**src/rtl/hex_scan_display_if.sv**
```systemverilog
// Bundle between the game-logic core / board pins and hex_scan_display.
// Carries the captured nibble strobe, buffer clear and the multiplexed display drive.
// master = nibble producer and display observer, slave = hex_scan_display.
interface hex_scan_display_if;
    logic [3:0] nib;        // nibble from the core's to_vdc
    logic       nib_valid;  // capture strobe, one nibble per high cycle
    logic       clear;      // synchronous clear of the digit buffer
    logic [3:0] an;         // digit enables, active-low, an[0] = rightmost
    logic [6:0] seg;        // {g,f,e,d,c,b,a}, active-low
    logic       dp;         // decimal point, active-low, always off

    modport master (
        output nib,
        output nib_valid,
        output clear,
        input  an,
        input  seg,
        input  dp
    );

    modport slave (
        input  nib,
        input  nib_valid,
        input  clear,
        output an,
        output seg,
        output dp
    );
endinterface

```
**src/rtl/hex_scan_display.sv**
```systemverilog
// Captures to_vdc nibbles into a 4-digit shift buffer and scans it onto a
// common-anode 4-digit seven-segment display (an/seg/dp active-low).
// Latency: captured nibble visible in the buffer after 1 edge, on seg 1 edge later
// (when its digit is selected). No backpressure: every strobe is taken.
// Optional: define LEADING_ZERO_BLANK_EN to blank leading zero digits (d0 never blanked).
module hex_scan_display #(
    parameter int REFRESH_DIV = 100000
) (
    input  logic              clk,
    input  logic              rst,     // asynchronous, active-low
    hex_scan_display_if.slave bus
);

    // Divider width: ceil(log2(REFRESH_DIV)), never below one bit.
    localparam int DIV_W = (REFRESH_DIV > 1) ? $clog2(REFRESH_DIV) : 1;
    localparam logic [DIV_W-1:0] DIV_MAX = DIV_W'(REFRESH_DIV - 1);

    // Scan ring: one state per digit position, state value doubles as digit index.
    typedef enum logic [1:0] {
        DIG0 = 2'd0,
        DIG1 = 2'd1,
        DIG2 = 2'd2,
        DIG3 = 2'd3
    } scan_state_t;

    scan_state_t      state_q, state_d;
    logic [DIV_W-1:0] div_q,   div_d;
    logic [3:0][3:0]  dig_q,   dig_d;
    logic [3:0]       an_q,    an_d;
    logic [6:0]       seg_q,   seg_d;
    logic             div_wrap;
    logic [3:0]       blank;

    // Hex to active-low {g,f,e,d,c,b,a} segment pattern.
    function automatic logic [6:0] hex_decode(input logic [3:0] val);
        logic [6:0] s;
        case (val)
            4'h0:    s = 7'b1000000;
            4'h1:    s = 7'b1111001;
            4'h2:    s = 7'b0100100;
            4'h3:    s = 7'b0110000;
            4'h4:    s = 7'b0011001;
            4'h5:    s = 7'b0010010;
            4'h6:    s = 7'b0000010;
            4'h7:    s = 7'b1111000;
            4'h8:    s = 7'b0000000;
            4'h9:    s = 7'b0010000;
            4'hA:    s = 7'b0001000;
            4'hB:    s = 7'b0000011;
            4'hC:    s = 7'b1000110;
            4'hD:    s = 7'b0100001;
            4'hE:    s = 7'b0000110;
            default: s = 7'b0001110;
        endcase
        return s;
    endfunction

    // Digit buffer next state: clear dominates, otherwise shift in on strobe.
    always_comb begin
        dig_d = dig_q;
        if (bus.clear) begin
            dig_d = '0;
        end else if (bus.nib_valid) begin
            dig_d[3] = dig_q[2];
            dig_d[2] = dig_q[1];
            dig_d[1] = dig_q[0];
            dig_d[0] = bus.nib;
        end
    end

    // Refresh divider: 0..REFRESH_DIV-1, wrap pulse advances the scan.
    always_comb begin
        div_wrap = (div_q == DIV_MAX);
        div_d    = div_wrap ? '0 : div_q + 1'b1;
    end

    // Scan ring next state: hold the current digit until the divider wraps.
    always_comb begin
        state_d = state_q;
        if (div_wrap) begin
            case (state_q)
                DIG0:    state_d = DIG1;
                DIG1:    state_d = DIG2;
                DIG2:    state_d = DIG3;
                default: state_d = DIG0;
            endcase
        end
    end

    // Leading-zero mask: a digit is blank when it and every digit above it are zero.
    always_comb begin
        blank = '0;
`ifdef LEADING_ZERO_BLANK_EN
        blank[3] = (dig_q[3] == 4'h0);
        blank[2] = blank[3] && (dig_q[2] == 4'h0);
        blank[1] = blank[2] && (dig_q[1] == 4'h0);
        blank[0] = 1'b0;
`endif
    end

    // Output stage inputs: select the active digit from the current scan state.
    always_comb begin
        an_d  = ~(4'b0001 << state_q);
        seg_d = blank[state_q] ? 7'b1111111 : hex_decode(dig_q[state_q]);
    end

    // Data path and scan registers; reset leaves the buffer zero and the scan at digit 0.
    always_ff @(posedge clk or negedge rst) begin
        if (!rst) begin
            dig_q   <= '0;
            div_q   <= '0;
            state_q <= DIG0;
        end else begin
            dig_q   <= dig_d;
            div_q   <= div_d;
            state_q <= state_d;
        end
    end

    // Registered display drive; dark while in reset.
    always_ff @(posedge clk or negedge rst) begin
        if (!rst) begin
            an_q  <= 4'b1111;
            seg_q <= 7'b1111111;
        end else begin
            an_q  <= an_d;
            seg_q <= seg_d;
        end
    end

    assign bus.an  = an_q;
    assign bus.seg = seg_q;
    assign bus.dp  = 1'b1;

endmodule
```
**src/flat_wrapper.sv**
```systemverilog
// flat-port wrapper written by rule: the top's interface ports become plain ports
module hex_scan_display_flat 
#(
    parameter int REFRESH_DIV = 100000
)
  (clk, rst, bus_nib, bus_nib_valid, bus_clear, bus_an, bus_seg, bus_dp);
  hex_scan_display_if bus_i ();
  input  logic clk;
  input  logic rst;
  input wire logic [$bits(bus_i.nib)-1:0] bus_nib;
  input wire logic [$bits(bus_i.nib_valid)-1:0] bus_nib_valid;
  input wire logic [$bits(bus_i.clear)-1:0] bus_clear;
  output wire logic [$bits(bus_i.an)-1:0] bus_an;
  output wire logic [$bits(bus_i.seg)-1:0] bus_seg;
  output wire logic [$bits(bus_i.dp)-1:0] bus_dp;
  assign bus_i.nib = bus_nib;
  assign bus_i.nib_valid = bus_nib_valid;
  assign bus_i.clear = bus_clear;
  assign bus_an = bus_i.an;
  assign bus_seg = bus_i.seg;
  assign bus_dp = bus_i.dp;
  hex_scan_display #(.REFRESH_DIV(REFRESH_DIV)) u_core (.clk(clk), .rst(rst), .bus(bus_i));
endmodule
```
**config.mk**
```make
export PLATFORM = sky130hd
export DESIGN_NAME = hex_scan_display_flat
export DESIGN_NICKNAME = d
export VERILOG_FILES = /design/src/rtl/hex_scan_display_if.sv /design/src/rtl/hex_scan_display.sv /design/src/flat_wrapper.sv
export SDC_FILE = /design/constraint.sdc
export NUM_CORES = 1
export LEC_CHECK = 0
export BUFFER_PORTS_ARGS = -buffer_cell sky130_fd_sc_hd__buf_4
export CAP_MARGIN = 30
export CORE_UTILIZATION = 30
export CTS_CLUSTER_SIZE = 24
export DETAILED_ROUTE_END_ITERATION = 10
export PLACE_DENSITY = 0.45
export SYNTH_ARGS = -nofsm -noshare
export SYNTH_HDL_FRONTEND = slang
export SYNTH_SLANG_ARGS = --single-unit
export TNS_END_PERCENT = 30
```
**constraint.sdc**
```tcl
create_clock -name clk -period 3.3 [get_ports clk]
set_clock_uncertainty 0.2 [all_clocks]
set_input_delay 0.66 -clock clk [delete_from_list [all_inputs] [get_ports clk]]
set_output_delay 0.66 -clock clk [all_outputs]
set_load 0.05 [all_outputs]
```
==> results.md <==
Layout
• **Antenna diodes** 0
• **Final Cell Area** 0.002555 mm^2
• **Net count, final** 227
• **most common library cell in the layout ignoring fill and taps** sky130_fd_sc_hd__dfrtp_1
• **share of cells above drive strength 1** 0.2249
• **top library cells by usage in the layout, fill and taps aside** sky130_fd_sc_hd__dfrtp_1, sky130_fd_sc_hd__nor2_1, sky130_fd_sc_hd__mux2i_1, sky130_fd_sc_hd__buf_4
• **Fillers** 716
• **Area growth syn-to-layout** 15.17%

Synth
• **portion of netlist area occupied by mux cells** 0.1387
• **Mapped Cells** 189
• **cell accounting for the most synthesized area** sky130_fd_sc_hd__dfrtp_1
• **xor and xnor area share after synthesis** 0.05133
• **sequential cell area fraction in the yosys report** 0.5251
• **synthesis-stage register bit count** 46
• **net count after synthesis** 208
• **number of synthesized flops with an enable pin** 0
• **adder and majority gate portion of the synthesized area** 0.06204
• **count of warnings emitted by yosys** 0
• **Top FF cell, synth** sky130_fd_sc_hd__dfrtp_1
• **number of distinct library cells after synthesis** 40
• **post-synthesis compound-gate area fraction** 0.04512
• **largest family of logic cells by synthesized area** simple AND/OR/NAND/NOR gates
• **post-synthesis async set-or-reset flop share** 1.000
• **area share of the largest cell type after synthesis** 0.3948
• **Post-Synthesis Cell Area** 0.002218 mm^2
• **simple-gate share of the synthesized area** 0.1450
• **top cells by area in the synthesized netlist** sky130_fd_sc_hd__dfrtp_1, sky130_fd_sc_hd__dfstp_2, sky130_fd_sc_hd__mux2i_1, sky130_fd_sc_hd__ha_1, sky130_fd_sc_hd__nor2_1
• **syn_area_per_cell** 11.74 um^2

Placed design
• **cell area reported after detailed placement** 0.002446 mm^2
• **global placer's final weighted congestion** 0.8090
• **placed wire-length estimate** 2552 um
• **number of input and output port buffers inserted** 18

Global routing
• **initial antenna violation count** 0
• **gr busiest metal** met2
• **met3 Use GR** 0.03393
• **met2 usage** 0.1720
• **total congestion overflow after global routing** 0
• **maximum number of pins on one net before global-route repair** 47
• **number of global-route vias before repair** 1,387
• **global-route usage over all layers** 0.1146
• **met1 layer usage reported by global route** 0.1534
• **global-route wire length before repair** 6658 um

STA
• **RSZ-0062 raised after global routing** false
• **post-route fraction of the period consumed by the critical path** 0.6852
• **Final setup violation count** 0
• **Achievable Freq** 442.3 MHz
• **time the worst path needs with I/O delays and setup** 2.261 ns
• **final-report max-slew violation count** 0
• **setup TNS after final layout** 0 ns
• **remaining max-slew budget at the tightest pin** 0.5906
• **worst-margin pin slew** 0.6084 ns
• **Final Hold Violating Endpoints** 0

CTS
• **maximum number of buffers from clock root to sink** 2
• **clock sinks** 46
• **number of hold buffers added after cts** 0
• **CTS tree** built
• **H-tree depth reported by CTS** 2
• **clock latency at the later pin of the worst-skew pair** 0.30 ns
• **clock buffers created by TritonCTS** 5
• **Root Driver** sky130_fd_sc_hd__clkbuf_8
• **clock input transition at the sequential cells of the worst setup and hold paths** 0.09 ns
• **post-CTS setup buffer count** 0
• **Resized Gates After CTS** 0

Drt
• **DRC violations left** 0
• **Avg Vias per Cell** 4.541
• **final routed wirelength across all metal layers** 3824 um
• **count of routing violations after the opening detailed-route iteration** 38
• **vias post-DR** 1,385
• **Post-DRT Antenna Nets** 0
• **Avg WL per Cell** 12.54 um
• **total iterations of the first detailed-routing run** 4

Floorplanning
• **Die Area** 0.007742 mm^2
• **die span in x** 87.99 um
• **initial cell density of the core** 0.3177
• **height of the die** 87.99 um
• **core region area** 0.006982 mm^2
• **Core Rows** 30
• **number of primary I/O pins** 20

Power and ir drop
• **worst IR drop on VDD** 0.1403 mV
• **power density cells** 436.9 mW/mm^2
• **reported leakage power** 0.001165 uW

Setup path
• **worst-path maximum fanout** 10
• **Data arrival, critical path** 2.25 ns
• **CP endpoint kind** register
• **path type of the worst setup path** register to register
• **Startpoint Class** register
• **WP data required** 3.29 ns

Min path
• **worst hold path type** primary input to asynchronous set/reset pin

Status
• **run status** completed

Run
• **number of maximum-capacitance violations** 0

## synthesized netlist by cell type (2+ instances only)
cell                       number
sky130_fd_sc_hd__nand4_1        3
sky130_fd_sc_hd__dfrtp_1       35
sky130_fd_sc_hd__buf_1          2
sky130_fd_sc_hd__nor3_1         2
sky130_fd_sc_hd__mux2_2         2
sky130_fd_sc_hd__mux4_2         4
sky130_fd_sc_hd__xor2_1         5
sky130_fd_sc_hd__mux2i_1       18
sky130_fd_sc_hd__dfstp_2       11
sky130_fd_sc_hd__ha_1          11
sky130_fd_sc_hd__clkbuf_1       2
sky130_fd_sc_hd__and4_1         2
sky130_fd_sc_hd__o21a_1         3
sky130_fd_sc_hd__nor4_1         3
sky130_fd_sc_hd__nand2_1        7
sky130_fd_sc_hd__nand3_1        7
sky130_fd_sc_hd__o21ai_0        4
sky130_fd_sc_hd__a21oi_1        2
sky130_fd_sc_hd__xnor2_1        8
sky130_fd_sc_hd__nor2_1        25
sky130_fd_sc_hd__nor2b_1        2
sky130_fd_sc_hd__o31ai_1        3
sky130_fd_sc_hd__inv_1         11
## kinds of logic (layout without fill, tap and decap cells)
family,Yosys count,after routing
and+or+nand+nor,61,61
DFF,46,46
muxes,25,25
buffers and inverters,17,37
AOI/OAI and AO/OA,15,15
xor gates and xnor gates,13,13
adders and majority gates,11,11
other,1,1
## stage by stage
stage / setup slack (ns) / hold slack (ns) / util / power, uW / cells
2_1_floorplan: 1.244 / 0.1644 / - / 677.9 / 189
3_3_place_gp: 1.117 / 0.2738 / 0.3504 / 716.1 / 297
3_5_place_dp: 1.030 / 0.2721 / 0.3504 / 714.6 / 297
4_1_cts: 1.018 / 0.1640 / 0.3660 / 1138 / 305
5_1_grt: 0.8500 / 0.1931 / 0.3660 / 1174 / 305
6_report: 1.039 / 0.1484 / 0.3660 / 1116 / 305
## cell type report
type	instances	area [um^2]	area share
tap	96	120.1	0.04701
inverter	11	41.29	0.01616
sequential	46	1165	0.4559
clock buffer	5	68.82	0.02693
clock inverter	3	40.04	0.01567
timing repair buffer	18	135.1	0.05289
multi-input combinational	126	984.7	0.3854
## worst paths after layout
kind                       slack (ns)                            end  depth (start not counted)                       start
setup / recovery                 1.04  u_core.state_q[1]$_DFFE_PN0N_                          5   u_core.div_q[0]$_DFF_PN0_
hold / removal                   0.15    u_core.dig_q[5]$_DFFE_PN0P_                          1                         rst
setup reg to reg                 1.04  u_core.state_q[1]$_DFFE_PN0N_                          5   u_core.div_q[0]$_DFF_PN0_
hold reg to reg                  0.29     u_core.div_q[14]$_DFF_PN0_                          1  u_core.div_q[14]$_DFF_PN0_
max in group asynchronous        2.37      u_core.div_q[4]$_DFF_PN0_                          1                         rst
min in group clk                 0.29     u_core.div_q[14]$_DFF_PN0_                          1  u_core.div_q[14]$_DFF_PN0_
## critical path, cell delays in order, from the launching register on
cell and delay, ns:
sky130_fd_sc_hd__dfrtp_1 0.40, sky130_fd_sc_hd__ha_1 0.19, sky130_fd_sc_hd__and3_1 0.24, sky130_fd_sc_hd__nand3_1 0.27
sky130_fd_sc_hd__nor3_4 0.52, sky130_fd_sc_hd__mux2_4 0.34
## per-layer routing
layer / routed length [um] / part of all wire / up-vias
met5: 0 / 0 / -
met4: 70 / 0.018 / 0
met1: 1987 / 0.52 / 675
met2: 1646 / 0.43 / 22
met3: 119 / 0.031 / 6
li1: - / - / 682
## sequential cells by signal, summed over array words and instances, names as in the netlist
name            cells
u_core.dig_q       16
u_core.bus.an       4
u_core.div_q       17
u_core.state_q      2
u_core.bus.seg      7
## report_power, final
part | leakage [uW] | switching (uW) | internal (uW)
clock network | 0.0000579 | 191 | 223
registers | 0.000585 | 6.27 | 583
logic | 0.000522 | 74.8 | 38.2
Note: power is estimated with default switching activity, not from simulation.
